$ cat src/rtl/multi_layer_ctrl.sv
// Sequences forward then backward layer enables over a run of samples.
// Optional macro MLC_STALL_EN adds a stall input that freezes progress and masks enables.
module multi_layer_ctrl #(
  parameter int NUM_LAYERS   = 2,
  parameter int PHASE_CYCLES = 4,
  parameter int SAMPLES      = 3,
  parameter int EPOCH_W      = 8
) (
  input  logic                  clk,
  input  logic                  rst,
  input  logic                  TR,
  input  logic                  VL,
  input  logic                  halt,
`ifdef MLC_STALL_EN
  input  logic                  stall,
`endif
  output logic [NUM_LAYERS-1:0] fwd_en,
  output logic [NUM_LAYERS-1:0] bwd_en,
  output logic [((NUM_LAYERS > 1) ? $clog2(NUM_LAYERS) : 1)-1:0] layer_idx,
  output logic [15:0]           sample_idx,
  output logic [EPOCH_W-1:0]    epoch_cnt,
  output logic                  busy,
  output logic                  done,
  output logic                  mode
);

  localparam int LW = (NUM_LAYERS > 1) ? $clog2(NUM_LAYERS) : 1;
  localparam logic [LW-1:0] L_LAST  = LW'(NUM_LAYERS - 1);
  localparam logic [15:0]   S_LAST  = 16'(SAMPLES - 1);
  localparam logic [7:0]    PH_LAST = 8'(PHASE_CYCLES - 1);

  typedef enum logic [1:0] {IDLE, FWD, BWD, DONE} state_t;

  state_t              state, state_n;
  logic [7:0]          phase, phase_n;
  logic [LW-1:0]       layer_n;
  logic [15:0]         sample_n;
  logic [EPOCH_W-1:0]  epoch_n;
  logic                mode_n;
  logic [NUM_LAYERS-1:0] onehot;
  logic                en_ok;

  always_ff @(posedge clk or posedge rst) begin
    if (rst) begin
      state      <= IDLE;
      phase      <= '0;
      layer_idx  <= '0;
      sample_idx <= '0;
      epoch_cnt  <= '0;
      mode       <= 1'b0;
    end else begin
      state      <= state_n;
      phase      <= phase_n;
      layer_idx  <= layer_n;
      sample_idx <= sample_n;
      epoch_cnt  <= epoch_n;
      mode       <= mode_n;
    end
  end

  always_comb begin
    state_n  = state;
    phase_n  = phase;
    layer_n  = layer_idx;
    sample_n = sample_idx;
    epoch_n  = epoch_cnt;
    mode_n   = mode;
    case (state)
      IDLE: begin
        if (!halt && (TR || VL)) begin
          state_n  = FWD;
          mode_n   = TR;
          phase_n  = '0;
          layer_n  = '0;
          sample_n = '0;
        end
      end
      FWD, BWD: begin
        if (halt) begin
          state_n  = IDLE;
          phase_n  = '0;
          layer_n  = '0;
          sample_n = '0;
        end
`ifdef MLC_STALL_EN
        else if (stall) begin
          state_n = state;
        end
`endif
        else if (phase != PH_LAST) begin
          phase_n = phase + 8'd1;
        end else begin
          phase_n = '0;
          if (state == FWD && layer_idx != L_LAST) begin
            layer_n = layer_idx + LW'(1);
          end else if (state == FWD && mode) begin
            state_n = BWD;
          end else if (state == BWD && layer_idx != '0) begin
            layer_n = layer_idx - LW'(1);
          end else if (sample_idx != S_LAST) begin
            // Next sample restarts at layer 0 with no idle cycle in between
            state_n  = FWD;
            layer_n  = '0;
            sample_n = sample_idx + 16'd1;
          end else begin
            state_n = DONE;
            layer_n = '0;
          end
        end
      end
      DONE: begin
        state_n = IDLE;
        if (halt) begin
          sample_n = '0;
        end else if (mode) begin
          epoch_n = epoch_cnt + EPOCH_W'(1);
        end
      end
      default: state_n = IDLE;
    endcase
  end

  assign onehot = {{(NUM_LAYERS-1){1'b0}}, 1'b1} << layer_idx;
`ifdef MLC_STALL_EN
  assign en_ok = !stall;
`else
  assign en_ok = 1'b1;
`endif

  assign fwd_en = (state == FWD && en_ok) ? onehot : '0;
  assign bwd_en = (state == BWD && en_ok) ? onehot : '0;
  assign busy   = (state != IDLE);
  assign done   = (state == DONE);

endmodule

$ cat config.mk
export PLATFORM = sky130hd
export DESIGN_NAME = multi_layer_ctrl
export DESIGN_NICKNAME = d
export VERILOG_FILES = /design/src/rtl/multi_layer_ctrl.sv
export SDC_FILE = /design/constraint.sdc
export NUM_CORES = 1
export LEC_CHECK = 0
export BUFFER_PORTS_ARGS = -buffer_cell sky130_fd_sc_hd__buf_2
export CORE_MARGIN = 5
export CORE_UTILIZATION = 45
export DETAILED_ROUTE_END_ITERATION = 10
export PLACE_DENSITY = 0.69
export REMOVE_ABC_BUFFERS = 1
export SETUP_SLACK_MARGIN = 0.2
export SKIP_LAST_GASP = 1
export SLEW_MARGIN = 0
export SYNTH_ARGS = -nofsm -noshare
export SYNTH_HDL_FRONTEND = slang
export SYNTH_SLANG_ARGS = --single-unit
$ cat constraint.sdc
create_clock -name clk -period 1.9 [get_ports clk]
set_input_delay 0.57 -clock clk [delete_from_list [all_inputs] [get_ports clk]]
set_output_delay 0.57 -clock clk [all_outputs]
set_load 0.005 [all_outputs]
==> metrics.txt, run 1 <==
via count 2452; H-tree depth 2; Inst Count DP 372; Worst Path Buf+Inv 0; I/O pins 37; Die ar. 0.00619 mm²; Port Buffers 36; Die Ht 78.7 µm; top cells by area, synth dfrtp_1 (42%), o21ai_0 (6.4%), ha_1 (4.7%); Critical Path RT 2.08 ns; synthesized flop and latch total 36; Clk network pwr share 0.272; RePlAce Congestion 0.817; Most used DFF post-synth dfrtp_1; Pleak 1.62 nW; dpl hpwl 4390 µm; Routed wire per std cell 19.2 µm; R2R Path Start phase[1]; CP arrival 2.28 ns; cells after synthesis 236; Worst path max stage delay 0.52 ns; HP Class in -> async; worst-path maximum fanout 3; clock sink count 36; Comb pwr share 0.478; RSZ-0062 raised after global routing true; max_slew headroom 0.693; crit path launch phase[1]; Final Hold Viols 0; Startpoint Class register; first-iteration detailed-routing DRC count 245; YS warnings 0; P&R area growth vs syn 61.3%; Psw 0.00119 W; # rows 25; Reg clk slew, reported paths 0.07 ns; max-slew violation count 0; total power 0.00348 W; GRT Util Overall 0.222; Netlist cell types 47; clk_lat worst skew 0.30 ns; CTS tree built; sequential element share of the synthesized area 0.425; drt first pass iters 5; cell area power density 1020 mW/mm²; Crit Path Category reg -> reg; Slew @ Worst Pin 0.461 ns; maxcap violations 0; f_max 477 MHz; Mapped Avg Cell Area 8.99 µm²; DRC 0; share of cells above drive strength 1 0.491; number of global-route vias before repair 2200; post-synthesis instance area 0.00212 mm²; Int Pwr 0.00229 W; crit-path leading delay family simple AND/OR/NAND/NOR gates; crit-path cells ha_2 > or4b_4 > nor3_4 > a21boi_2 > o22ai_2 > mux2_4; Via density 6.10; clock root cell clkbuf_8; antenna fix cells 0; Final #Nets 360; EDFF count, synth 0; maximum VDD drop 0.579 mV; initial antenna violation count 0; cts bufs inserted 5; largest net degree at the start of global routing 37; Fin Setup TNS -2.52 ns; Final Cycle Share 1.10; Worst Clk Skew 0.00809 ns; share of the synthesized area in the top cell type 0.425; first-pass GRT wire length 10800 µm; multi-input logic area 0.00143 mm²; die width 78.7 µm; CP max stage cell or4b_4; Setup-failing EPs final 26; cell taking the most area after synthesis dfrtp_1; Final Instance Count excl. Fillers 402; sequential cell area 902 µm²; asr flop ratio synth 1.00; Starting Density 0.455; GRT overflow 0; Sw Share 0.343; most common cell after layout, fill and taps aside buf_4; Total Wirelength 7720 µm; # fillers 299; deepest clock path buffer count 2; most frequent cells in the layout buf_4 (57), dfrtp_1 (35), buf_2 (32); endpoint class of the critical path register; status finished, violations left; Detail Route Antenna Nets 0; fin crit period 2.10 ns; register share of total power 0.250; core area 0.00466 mm²; failing checks setup timing; worst setup margin -0.196 ns
[state kept, by name, indices dropped and copies added (netlist names)]
name	count
layer_idx	1
sample_idx	16
phase	8
epoch_cnt	8
mode	1
state	2
[cell usage after synthesis, types with 2 or more instances]
| cell type | instances |
|---|---|
| nand2b_1 | 4 |
| and2_1 | 4 |
| a31oi_1 | 9 |
| nor2b_1 | 4 |
| a21oi_1 | 6 |
| nor2_1 | 15 |
| and3_1 | 4 |
| inv_1 | 10 |
| nor3_1 | 4 |
| clkbuf_1 | 6 |
| nand3_1 | 19 |
| dfrtp_1 | 36 |
| nor4_1 | 2 |
| o21ai_0 | 27 |
| ha_1 | 8 |
| nand4_1 | 3 |
| a41oi_1 | 2 |
| o31ai_1 | 9 |
| o41ai_1 | 4 |
| nand2_1 | 23 |
| xnor2_1 | 4 |
| or3_1 | 2 |
| xor2_1 | 4 |
| o22ai_1 | 4 |
[area by class of cell]
type	instances	share of cell area
Multi-Input combinational cell	184	0.418
Tap cell	54	0.0198
Inverter	10	0.0110
Timing Repair Buffer	110	0.241
Clock buffer	5	0.0201
Sequential cell	36	0.264
Clock inverter	3	0.0263
[per-layer routing]
metal  vias up  GRT usage  part of all wire
li1       1094          -                 -
met1      1213      0.292              0.43
met2       125      0.357              0.48
met3        20     0.0344             0.064
met4         0     0.0997             0.029
met5         -          0                 0
[worst paths after layout]
check                          endpoint  slack [ns]  cells past startpoint
setup / recovery               state[0]       -0.20                      6
hold / removal             epoch_cnt[6]        0.36                      3
setup reg to reg               state[0]       -0.20                      6
hold reg to reg            epoch_cnt[7]        0.47                      1
max in group asynchronous      state[1]        1.18                      3
min in group clk           epoch_cnt[7]        0.47                      1
[per-stage QoR]
step	instance area, µm²	worst slack [ns]	hold slack (ns)	util
2_1_floorplan	2090	-0.258	0.447	-
3_3_place_gp	2740	-0.168	0.459	0.588
3_5_place_dp	2740	-0.233	0.466	0.588
4_1_cts	3110	-0.108	0.387	0.668
5_1_grt	3420	-0.230	0.408	0.734
6_report	3420	-0.196	0.357	0.734
[power groups by stage]
| stage | Combinational, W | Sequential [W] | Clock [W] |
|---|---|---|---|
| 2_1_floorplan | 0.000496 | 0.000887 | 0 |
| 3_3_place_gp | 0.00106 | 0.000869 | 0 |
| 3_5_place_dp | 0.00107 | 0.000874 | 0 |
| 4_1_cts | 0.00126 | 0.000863 | 0.000958 |
| 5_1_grt | 0.00174 | 0.000875 | 0.00101 |
| 6_report | 0.00166 | 0.000869 | 0.000947 |
[tightest hold or removal path, stage by stage]
cell and delay [ns]:
buf_2 0.09, inv_1 0.04, buf_4 0.39
[logic make-up after synthesis]
group	after synthesis	share of synthesized area
buffers and inverters	17	0.0307
multiplexers	2	0.0118
adder cells (fa/ha/maj)	8	0.0472
AO/OA/AOI/OAI	71	0.219
AND/OR/NAND/NOR	94	0.234
XOR/XNOR	8	0.0330
flip-flops	36	0.425
[what timing repair did]
item	CTS	global route
pin swaps	18	18
setup endpoints to repair	34	35
buffers inserted	8	13
cloned	0	1
hold buffers	0	0
resized for setup	54	48
No activity file was read; power rests on OpenSTA's default activity.
==> inputs of run 2 (changes only) <==
- ABC_AREA: not set -> 1
- SETUP_SLACK_MARGIN: 0.2 -> 0.1
==> run 2 against run 1 <==
  * Combinational power shrank 16%
  * Critical endpoint is now sample_idx[7]
  * Clock skew shrank 0.0045 ns
  * Non-clock buffer count shrank 67
  * The run now ends clean
  * Worst setup slack gained 0.25 ns
  * Highest routed layer unchanged
==> metrics.txt, run 2 <==
Detail Route Antenna Nets 0 (unchanged); cts bufs inserted 5 (unchanged); via count 2113 (was 2452); Synth top cells by count nand2_1 (109), nor2_1 (58), dfrtp_1 (36), inv_1 (29), nand3_1 (14) (was dfrtp_1 (36), o21ai_0 (27), nand2_1 (23), nand3_1 (19), nor2_1 (15)); maximum VDD drop 0.898 mV (was 0.579 mV); Inst Count DP 425 (was 372); f_max 542 MHz (was 477 MHz); crit-path leading delay family buffers and inverters (was simple AND/OR/NAND/NOR gates); Total Wirelength 4880 µm (was 7720 µm); Reg clk slew, reported paths 0.07 ns (about the same); GRT Util Overall 0.160 (was 0.222); Die ar. 0.00652 mm² (was 0.00619 mm²); endpoint class of the critical path register (unchanged); Mapped Avg Cell Area 7.06 µm² (was 8.99 µm²); Worst Reg-to-Reg Cells 9 (was 6); RSZ-0062 raised after global routing true (unchanged); core area 0.00479 mm² (was 0.00466 mm²); count leader, synth nand2_1 (was dfrtp_1); EDFF count, synth 0 (unchanged); antenna fix cells 0 (unchanged); number of global-route vias before repair 1986 (was 2200); cell area power density 1210 mW/mm² (was 1020 mW/mm²); placed inst area 0.00253 mm² (was 0.00274 mm²); cells after synthesis 319 (was 236); Routed wire per std cell 11.2 µm (was 19.2 µm); Critical Path Most Common Cell nand2_1; critical path depth 9 (was 6); Startpoint Class register (unchanged); Final Core Density 0.571 (was 0.734); # rows 25 (unchanged); max_slew headroom 0.695 (was 0.693); Final #Nets 379 (was 360); die width 80.7 µm (was 78.7 µm); Port Buffers 36 (unchanged); share of cells above drive strength 1 0.196 (was 0.491); CP max stage cell dfrtp_1 (was or4b_4); Starting Density 0.470 (was 0.455); crit-path cells inv_2 > ha_2 > nand2_2 > buf_4 > a21oi_1 > nor2_4 > buf_12 > nand2_1 > nand2_1 (was ha_2 > or4b_4 > nor3_4 > a21boi_2 > o22ai_2 > mux2_4); largest net degree at the start of global routing 37 (unchanged); YS warnings 0 (unchanged); RePlAce Congestion 0.839 (was 0.817); sequential element share of the synthesized area 0.400 (was 0.425); GRT overflow 0 (unchanged); deepest clock path buffer count 2 (unchanged); P&R area growth vs syn 21.5% (was 61.3%); first-pass GRT wire length 8370 µm (was 10800 µm); asr flop ratio synth 1.00 (unchanged); synthesized flop and latch total 36 (unchanged); share of the synthesized area in the top cell type 0.400 (was 0.425); Final Cycle Share 0.971 (was 1.10); worst-path maximum fanout 16 (was 3); first-iteration detailed-routing DRC count 108 (was 245); Die Ht 80.7 µm (was 78.7 µm); clock sink count 36 (unchanged); Final Instance Count excl. Fillers 434 (was 402); Critical Path RT 2.08 ns (about the same); clk_lat worst skew 0.28 ns (was 0.30 ns); Crit Path Category reg -> reg (unchanged); Setup-failing EPs final 0 (was 26); status finished clean (was finished, violations left); post-synthesis instance area 0.00225 mm² (was 0.00212 mm²); CTS tree built (unchanged); Largest Register sample_idx (unchanged); hold_buf cts 0 (unchanged); clock root cell clkbuf_8 (unchanged); HP Class in -> async (unchanged); max reg flops 16 (unchanged); dpl hpwl 3590 µm (was 4390 µm); Via density 4.87 (was 6.10); Worst path max stage delay 0.39 ns (was 0.52 ns); sequential cell area 901 µm² (was 902 µm²); I/O pins 37 (unchanged); H-tree depth 2 (unchanged); drt first pass iters 4 (was 5); DRC 0 (unchanged); top flop regs sample_idx: 16 flops, epoch_cnt: 8 flops, phase: 8 flops (unchanged); Final Hold Viols 0 (unchanged); top cells by area, synth dfrtp_1 (40%), nand2_1 (18%), nor2_1 (9.7%) (was dfrtp_1 (42%), o21ai_0 (6.4%), ha_1 (4.7%)); Worst Path Buf+Inv 3 (was 0); Slew @ Worst Pin 0.458 ns (was 0.461 ns); Worst Clk Skew 0.00360 ns (was 0.00809 ns); CP arrival 2.02 ns (was 2.28 ns); cell taking the most area after synthesis dfrtp_1 (unchanged); most common cell after layout, fill and taps aside nand2_1 (was buf_4); Pleak 1.41 nW (was 1.62 nW); Final Cell Area 0.00273 mm² (was 0.00342 mm²); # fillers 440 (was 299); initial antenna violation count 0 (unchanged); max-slew violation count 0 (unchanged); Netlist cell types 31 (was 47); Most used DFF post-synth dfrtp_1 (unchanged); fin crit period 1.85 ns (was 2.10 ns); multi-input logic area 0.00122 mm² (was 0.00143 mm²); most frequent cells in the layout nand2_1 (108), nor2_1 (57), dfrtp_1 (36), buf_2 (36), inv_1 (26) (was buf_4 (57), dfrtp_1 (35), buf_2 (32)); maxcap violations 0 (unchanged)
-- run 2: path summary, 6_finish.rpt --
| path | start | to | slack, ns |
|---|---|---|---|
| max | state[0] | sample_idx[7] | 0.05 |
| min | rst | sample_idx[3] | 0.37 |
| max reg2reg | state[0] | sample_idx[7] | 0.05 |
| min reg2reg | epoch_cnt[7] | epoch_cnt[7] | 0.47 |
| max in group asynchronous | rst | phase[3] | 1.20 |
| min in group clk | epoch_cnt[7] | epoch_cnt[7] | 0.47 |
-- run 2: metrics by stage --
stage | power (W) | TNS (ns) | hold slack [ns] | setup WS (ns)
final | 0.00330 | 0 | 0.372 | 0.0544
after floorplan | 0.00183 | 0 | 0.468 | 0.172
after detailed placement | 0.00225 | -0.254 | 0.457 | -0.0297
after global placement | 0.00223 | 0 | 0.459 | 0.0209
after global routing | 0.00357 | -0.0313 | 0.422 | -0.0116
after CTS | 0.00331 | 0 | 0.386 | 0.105
-- run 2: routing by layer --
metal	vias up	track usage	part of all wire
met3	10	0.0303	0.045
li1	1097	-	-
met1	964	0.205	0.45
met2	42	0.267	0.49
met5	-	0	0
met4	0	0.0642	0.013
-- run 2: logic make-up after synthesis --
| logic type | after synthesis | share of synthesized area |
|---|---|---|
| buf+inv | 36 | 0.0667 |
| compound gates | 24 | 0.0623 |
| xor+xnor | 11 | 0.0428 |
| fa+ha+maj | 8 | 0.0445 |
| flops | 36 | 0.400 |
| simple gates | 202 | 0.374 |
| mux | 2 | 0.0100 |
-- run 2: what timing repair did --
action / 4_1_cts / 5_1_grt
endpoints found under the setup margin: 17 / 24
pin swaps: 1 / 0
resized for setup: 4 / 5
setup buffers: 1 / 0
endpoints found under the hold margin: 0 / 0
-- run 2: area by class of cell --
| type | instances | area share |
|---|---|---|
| inverter | 33 | 0.0462 |
| sequential | 36 | 0.330 |
| clock inverter | 3 | 0.0330 |
| tap | 67 | 0.0307 |
| timing repair buffer | 43 | 0.0897 |
| multi-input combinational | 247 | 0.446 |
| clock buffer | 5 | 0.0252 |
-- run 2: worst min-delay path, stage by stage --
cell and delay (ns):
buf_2 0.09, inv_1 0.04, buf_4 0.39
-- run 2: power breakdown --
| group | internal (W) | switching, W | total (W) |
|---|---|---|---|
| logic | 0.000518 | 0.000884 | 0.00140 |
| registers | 0.000865 | 0.000101 | 0.000966 |
| clock network | 0.000657 | 0.000281 | 0.000937 |
